### config.mk
export PLATFORM = sky130hd
export DESIGN_NAME = pixel_type_scheduler
export DESIGN_NICKNAME = d
export VERILOG_FILES = /design/src/rtl/iscore_pkg.sv /design/src/rtl/raster_counter.sv /design/src/rtl/pixel_type_scheduler.sv
export SDC_FILE = /design/constraint.sdc
export NUM_CORES = 1
export LEC_CHECK = 0
export CAP_MARGIN = 20
export CELL_PAD_IN_SITES_DETAIL_PLACEMENT = 2
export CELL_PAD_IN_SITES_GLOBAL_PLACEMENT = 2
export CORE_ASPECT_RATIO = 0.6
export CORE_UTILIZATION = 29
export DETAILED_ROUTE_END_ITERATION = 8
export GPL_ROUTABILITY_DRIVEN = 0
export PLACE_DENSITY_LB_ADDON = 0.25
export SYNTH_ARGS = -nofsm -noshare
export SYNTH_HDL_FRONTEND = slang
export SYNTH_HIERARCHICAL = 1
export SYNTH_SLANG_ARGS = --single-unit
### constraint.sdc
create_clock -name clk -period 2.6 [get_ports clk]
set_input_delay 0.52 -clock clk [delete_from_list [all_inputs] [get_ports clk]]
set_output_delay 0.52 -clock clk [all_outputs]
set_load 0.02 [all_outputs]
### src/rtl/iscore_pkg.sv
// Shared pixel/instrument encodings, scheduler state constants and the
// per-pixel attribute payload used by the raster scheduler.
package iscore_pkg;

  typedef enum logic [1:0] {
    PIX_NOTE  = 2'b00,
    PIX_STAFF = 2'b01,
    PIX_TEXT  = 2'b10,
    PIX_BG    = 2'b11
  } pix_type_e;

  typedef enum logic [1:0] {
    INSTR_VIOLIN   = 2'b00,
    INSTR_PIANO    = 2'b01,
    INSTR_ELECTRIC = 2'b10,
    INSTR_DEFAULT  = 2'b11
  } instr_e;

  localparam logic [2:0] ST_IDLE   = 3'd0;
  localparam logic [2:0] ST_QUERY  = 3'd1;
  localparam logic [2:0] ST_SAMPLE = 3'd2;
  localparam logic [2:0] ST_EMIT   = 3'd3;
  localparam logic [2:0] ST_DONE   = 3'd4;

  typedef struct packed {
    pix_type_e ptype;
    instr_e    instr;
  } pix_attr_t;

endpackage

### src/rtl/raster_counter.sv
// Raster x/y position counter: clear to origin, advance in raster order,
// and flag the last active pixel. Never advances past the last pixel.
module raster_counter #(
  parameter int unsigned H_ACTIVE = 640,
  parameter int unsigned V_ACTIVE = 480,
  parameter int unsigned X_W      = 10,
  parameter int unsigned Y_W      = 9
) (
  input  logic           clk,
  input  logic           rst_n,
  input  logic           i_clear,
  input  logic           i_advance,
  output logic [X_W-1:0] o_x,
  output logic [Y_W-1:0] o_y,
  output logic           o_last
);

  localparam logic [X_W-1:0] X_LAST = X_W'(H_ACTIVE - 1);
  localparam logic [Y_W-1:0] Y_LAST = Y_W'(V_ACTIVE - 1);

  logic [X_W-1:0] r_x;
  logic [Y_W-1:0] r_y;
  logic           w_last;

  assign w_last = (r_x == X_LAST) && (r_y == Y_LAST);

  always_ff @(posedge clk or negedge rst_n) begin
    if (!rst_n) begin
      r_x <= '0;
      r_y <= '0;
    end else if (i_clear) begin
      r_x <= '0;
      r_y <= '0;
    end else if (i_advance && !w_last) begin
      if (r_x == X_LAST) begin
        r_x <= '0;
        r_y <= r_y + Y_W'(1);
      end else begin
        r_x <= r_x + X_W'(1);
      end
    end
  end

  assign o_x    = r_x;
  assign o_y    = r_y;
  assign o_last = w_last;

endmodule

### src/rtl/pixel_type_scheduler.sv
// Raster-order scheduler: queries the note/staff/text layer generators per
// pixel, resolves layer priority and streams typed pixels over valid/ready.
module pixel_type_scheduler
  import iscore_pkg::*;
#(
  parameter int unsigned H_ACTIVE = 640,
  parameter int unsigned V_ACTIVE = 480,
  parameter int unsigned X_W      = 10,
  parameter int unsigned Y_W      = 9
) (
  input  logic           clk,
  input  logic           rst_n,
  input  logic           start,
  input  logic           abort,
  output logic [X_W-1:0] qry_x,
  output logic [Y_W-1:0] qry_y,
  output logic           qry_valid,
  input  logic           note_hit,
  input  logic [1:0]     note_instr,
  input  logic           staff_hit,
  input  logic           text_hit,
  output logic           pix_valid,
  input  logic           pix_ready,
  output logic [X_W-1:0] pix_x,
  output logic [Y_W-1:0] pix_y,
  output logic [1:0]     pixel_type,
  output logic [1:0]     instrument_type,
  output logic           busy,
  output logic           done
);

  // Highest-priority layer wins; instrument only carried for note pixels.
  function automatic pix_attr_t resolve(input logic note, input logic [1:0] instr,
                                        input logic staff, input logic text);
    pix_attr_t a;
    a.instr = INSTR_VIOLIN;
    if (note) begin
      a.ptype = PIX_NOTE;
      a.instr = instr_e'(instr);
    end else if (staff) begin
      a.ptype = PIX_STAFF;
    end else if (text) begin
      a.ptype = PIX_TEXT;
    end else begin
      a.ptype = PIX_BG;
    end
    return a;
  endfunction

  localparam pix_attr_t ATTR_RST = '{ptype: PIX_BG, instr: INSTR_VIOLIN};

  logic [2:0]     r_state, w_state_nxt;
  logic           r_qry_valid, w_qry_valid_nxt;
  logic           r_pix_valid, w_pix_valid_nxt;
  logic [X_W-1:0] r_pix_x, w_pix_x_nxt;
  logic [Y_W-1:0] r_pix_y, w_pix_y_nxt;
  pix_attr_t      r_attr, w_attr_nxt;
  logic           r_busy, w_busy_nxt;
  logic           r_done, w_done_nxt;
  logic           w_clear, w_advance, w_last;
  logic [X_W-1:0] w_x;
  logic [Y_W-1:0] w_y;

  raster_counter #(
    .H_ACTIVE (H_ACTIVE),
    .V_ACTIVE (V_ACTIVE),
    .X_W      (X_W),
    .Y_W      (Y_W)
  ) u_raster (
    .clk       (clk),
    .rst_n     (rst_n),
    .i_clear   (w_clear),
    .i_advance (w_advance),
    .o_x       (w_x),
    .o_y       (w_y),
    .o_last    (w_last)
  );

  // Next-state and next-output logic; abort overrides everything.
  always_comb begin
    w_state_nxt     = r_state;
    w_qry_valid_nxt = 1'b0;
    w_pix_valid_nxt = r_pix_valid;
    w_pix_x_nxt     = r_pix_x;
    w_pix_y_nxt     = r_pix_y;
    w_attr_nxt      = r_attr;
    w_done_nxt      = 1'b0;
    w_clear         = 1'b0;
    w_advance       = 1'b0;
    if (abort) begin
      w_state_nxt     = ST_IDLE;
      w_pix_valid_nxt = 1'b0;
    end else begin
      case (r_state)
        ST_IDLE: begin
          if (start) begin
            w_state_nxt     = ST_QUERY;
            w_qry_valid_nxt = 1'b1;
            w_clear         = 1'b1;
          end
        end
        ST_QUERY: w_state_nxt = ST_SAMPLE;
        ST_SAMPLE: begin
          w_state_nxt     = ST_EMIT;
          w_pix_valid_nxt = 1'b1;
          w_pix_x_nxt     = w_x;
          w_pix_y_nxt     = w_y;
          w_attr_nxt      = resolve(note_hit, note_instr, staff_hit, text_hit);
        end
        ST_EMIT: begin
          if (pix_ready) begin
            w_pix_valid_nxt = 1'b0;
            if (w_last) begin
              w_state_nxt = ST_DONE;
              w_done_nxt  = 1'b1;
            end else begin
              w_state_nxt     = ST_QUERY;
              w_qry_valid_nxt = 1'b1;
              w_advance       = 1'b1;
            end
          end
        end
        ST_DONE: w_state_nxt = ST_IDLE;
        default: w_state_nxt = ST_IDLE;
      endcase
    end
    w_busy_nxt = (w_state_nxt == ST_QUERY) || (w_state_nxt == ST_SAMPLE) ||
                 (w_state_nxt == ST_EMIT);
  end

  always_ff @(posedge clk or negedge rst_n) begin
    if (!rst_n) begin
      r_state     <= ST_IDLE;
      r_qry_valid <= 1'b0;
      r_pix_valid <= 1'b0;
      r_pix_x     <= '0;
      r_pix_y     <= '0;
      r_attr      <= ATTR_RST;
      r_busy      <= 1'b0;
      r_done      <= 1'b0;
    end else begin
      r_state     <= w_state_nxt;
      r_qry_valid <= w_qry_valid_nxt;
      r_pix_valid <= w_pix_valid_nxt;
      r_pix_x     <= w_pix_x_nxt;
      r_pix_y     <= w_pix_y_nxt;
      r_attr      <= w_attr_nxt;
      r_busy      <= w_busy_nxt;
      r_done      <= w_done_nxt;
    end
  end

  assign qry_x           = w_x;
  assign qry_y           = w_y;
  assign qry_valid       = r_qry_valid;
  assign pix_valid       = r_pix_valid;
  assign pix_x           = r_pix_x;
  assign pix_y           = r_pix_y;
  assign pixel_type      = r_attr.ptype;
  assign instrument_type = r_attr.instr;
  assign busy            = r_busy;
  assign done            = r_done;

endmodule

==> results.yml, run 1 <==
setup_path:
  reg2reg_to: "u_raster/o_y[6]"
  r2r_start: "u_raster/o_x[1]"
  cp_cell_sequence: "ha_4, and3_4, and2_4, nand3_4, inv_2, nor4_4, buf_4, nand2_2, or4_4, o31ai_4, a21oi_1"
  reg2reg_depth: 11
  critPathSlowestCell: "or4_4"
  cp_max_fo: 4
  required_ns: 2.77
  r2r_slack_ns: 0.15
  slowest_delay_ns: 0.53
  crit_type: "flip-flop to flip-flop"
  setup.worst_path.end_class: "flip-flop"
  start_kind: "flip-flop"
  arrival_ns: 2.62
synthesis:
  synth_xor_area_share_pct: 0.362
  synth_simple_gate_area_share_pct: 21.7
  synth_cell_types: 43
  synthMuxAreaShare_pct: 12.9
  synth.net_count: 225
  synth_area_per_cell_um2: 11.4
  synth_edf_count: 0
  netlist_instances: 213
  yosys_warnings: 6
  ys_ff_latch: 49
  synth_top_family_by_area: "simple AND/OR/NAND/NOR gates"
  synth-seq-area-share_pct: 50.7
  synth-compound-area-share_pct: 9.87
  synth_adder_area_share_pct: 1.03
  syn_area_mm2: 0.00242
  ys.flop_type: "dfrtp_1"
  async_reset_ff_share_pct: 100
drt:
  routedWlPerCell_um: 18.0
  viasPerCell: 5.03
  first_pass_iters: 4
  drc: 0
  drt_iter0_drc: 67
  ant_nets: 0
  vias: 2052
  wl_mm: 7.34
timing:
  setup_viol: 0
  rsz0062_at_grt: "false"
  max_freq_mhz: 409
  maxSlewHeadroom_pct: 60.0
  hold_viol: 0
  slew_viol_final: 0
  finClkSkew_ns: 0.00517
  tightest_slew_ns: 0.597
  period_share_pct: 94.0
  finalCriticalPeriod_ns: 2.45
layout:
  area_growth_pct: 46.6
  final_cell_mix: "54 x clkdlybuf4s50_1, 45 x dfrtp_1, 30 x buf_4"
  drive_gt1_share_pct: 28.0
  final-instance-count-excl-fill: 408
  diodes: 0
  utilization_pct: 44.5
  final_common_cell: "clkdlybuf4s50_1"
  fin_nets: 311
  final_area_mm2: 0.00355
  n_fill_cell: 844
global_route:
  antenna_found_initial: 0
  grt_pass1_vias: 2302
  overflow: 0
  grt_max_degree: 31
  grt_pass1_wl_mm: 12.2
  grt_usage_pct: 18.3
clock_network:
  clk-insertion-delay-late_ns: 0.29
  cts_inserted_buffers: 5
  tritoncts: "done"
  htreeDepth: 2
  cts.sinks: 49
  post_cts_buffers: 0
  clk_pin_slew_ns: 0.06
  clockBufferDepth: 2
  clock-root-buffer: "clkbuf_16"
pwr:
  intPower_mw: 1.41
  p_leak_nw: 1.49
  switching_share_pct: 23.4
  pwr-share-seq_pct: 45.2
  power_switching_mw: 0.430
  combPwrFrac_pct: 14.0
  ir_drop_v: 0.000281
  p_per_area_mw_per_mm2: 519
  clkPwrFrac_pct: 40.8
worst_hold_path:
  hp-class: "input pin to asynchronous set/reset pin"
run:
  maxCapViolCount: 0
floorplan:
  fp-row-count: 25
  die-area_mm2: 0.00873
  pin_count: 56
  die_y_um: 72.8
  start_util_pct: 30.4
  fp.coreArea_mm2: 0.00798
  die_w_um: 120
place:
  hpwl_mm: 5.52
  dp_cells: 400
  post_dp_cell_area_mm2: 0.00333
  portBuffers: 55
status:
  status: "completed"
## Yosys cell counts, types with 3 or more instances
cell type,instances,area share [%]
mux2_4,12,7.4
o31ai_1,8,2.5
nand3_1,10,2.1
inv_1,5,0.78
nor2_1,17,2.6
dfrtp_1,47,49
a31oi_1,7,1.8
nand2b_1,6,1.6
nor4_1,3,0.78
nor3_1,5,1.0
and3_1,3,0.78
mux2_2,9,4.2
o21ai_0,4,0.83
a211oi_1,3,0.93
nor2b_1,3,0.78
mux2i_1,3,1.2
nand2_1,17,2.6
a21oi_1,10,2.1
or4b_1,3,1.2
nand4_1,4,1.0
or4_1,3,0.93
## final cells by class
type | instances | area [µm²] | area share [%]
Multi-Input combinational cell | 152 | 1200 | 33.8
Inverter | 5 | 18.8 | 0.529
Timing Repair Buffer | 86 | 791 | 22.3
Tap cell | 108 | 135 | 3.81
Sequential cell | 49 | 1230 | 34.7
Clock inverter | 1 | 30.0 | 0.846
Clock buffer | 7 | 143 | 4.02
## worst max path at each step
stage | end | slack, ns | depth (start not counted) | from
6_report | u_raster/o_y[6] | 0.15 | 11 | u_raster/o_x[1]
5_1_grt | u_raster/o_y[7] | 0.04 | 11 | u_raster/o_x[1]
4_1_cts | u_raster/o_x[5] | 0.04 | 12 | u_raster/o_x[1]
3_5_place_dp | u_raster/o_x[5] | 0.0003 | 9 | pix_ready
3_3_place_gp | u_raster/o_y[6] | 0.10 | 8 | pix_ready
2_1_floorplan | u_raster/o_y[6] | -0.07 | 12 | u_raster/o_x[1]
## cell families after synthesis
| logic type | count (synthesis) |
|---|---|
| AO/OA/AOI/OAI | 37 |
| XOR/XNOR | 1 |
| adder cells (fa/ha/maj) | 2 |
| buffers and inverters | 12 |
| flip-flops | 49 |
| multiplexers | 24 |
| AND/OR/NAND/NOR | 88 |
## critical path: cells and delay by family (launching register included)
family / cells / cell delay (ns)
buffers and inverters: 2 / 0.24
DFF: 1 / 0.42
adders and majority gates: 1 / 0.17
AOI/OAI and AO/OA: 2 / 0.35
and+or+nand+nor: 6 / 1.15
## state kept, by name, indices dropped and copies added, names as in the netlist
name	cells
busy	1
done	1
instrument_type	2
pix_valid	1
pix_x	10
pix_y	9
pixel_type	2
qry_valid	1
r_state	3
u_raster/o_x	10
u_raster/o_y	9
## metal layers
metal / up-vias / track usage, % / part of all wire, %
met2: 30 / 28.0 / 43
li1: 957 / - / -
met5: - / 0 / 0
met3: 2 / 4.53 / 3.4
met1: 1063 / 26.5 / 53
met4: 0 / 3.19 / 0.31
## metrics by stage
step                TNS [ns]  power, mW  hold slack (ns)  worst slack, ns
floorplan             -0.139      0.971            0.224          -0.0660
global placement           0       1.10            0.463            0.104
detailed placement         0       1.11            0.476         0.000340
CTS                        0       1.87            0.209           0.0404
global route               0       1.93            0.238           0.0432
finish                     0       1.84            0.202            0.155
## power by group through the flow
stage	clock, mW	combinational, mW	sequential [mW]
2_1_floorplan	0	0.0819	0.890
3_3_place_gp	0	0.254	0.845
3_5_place_dp	0	0.258	0.848
4_1_cts	0.777	0.261	0.833
5_1_grt	0.809	0.279	0.838
6_report	0.751	0.257	0.833
## timing repair
action                                  CTS  global route
endpoints found under the setup margin    0             7
hold buffers                              0             0
resized for setup                         0             8
(Power assumes the default switching activity.)
==> inputs of run 2 (changes only) <==
Settings changed: CAP_MARGIN 20 to default.
==> results of run 2 <==
The final DEF is identical to that of run 1; final timing and power are the same.
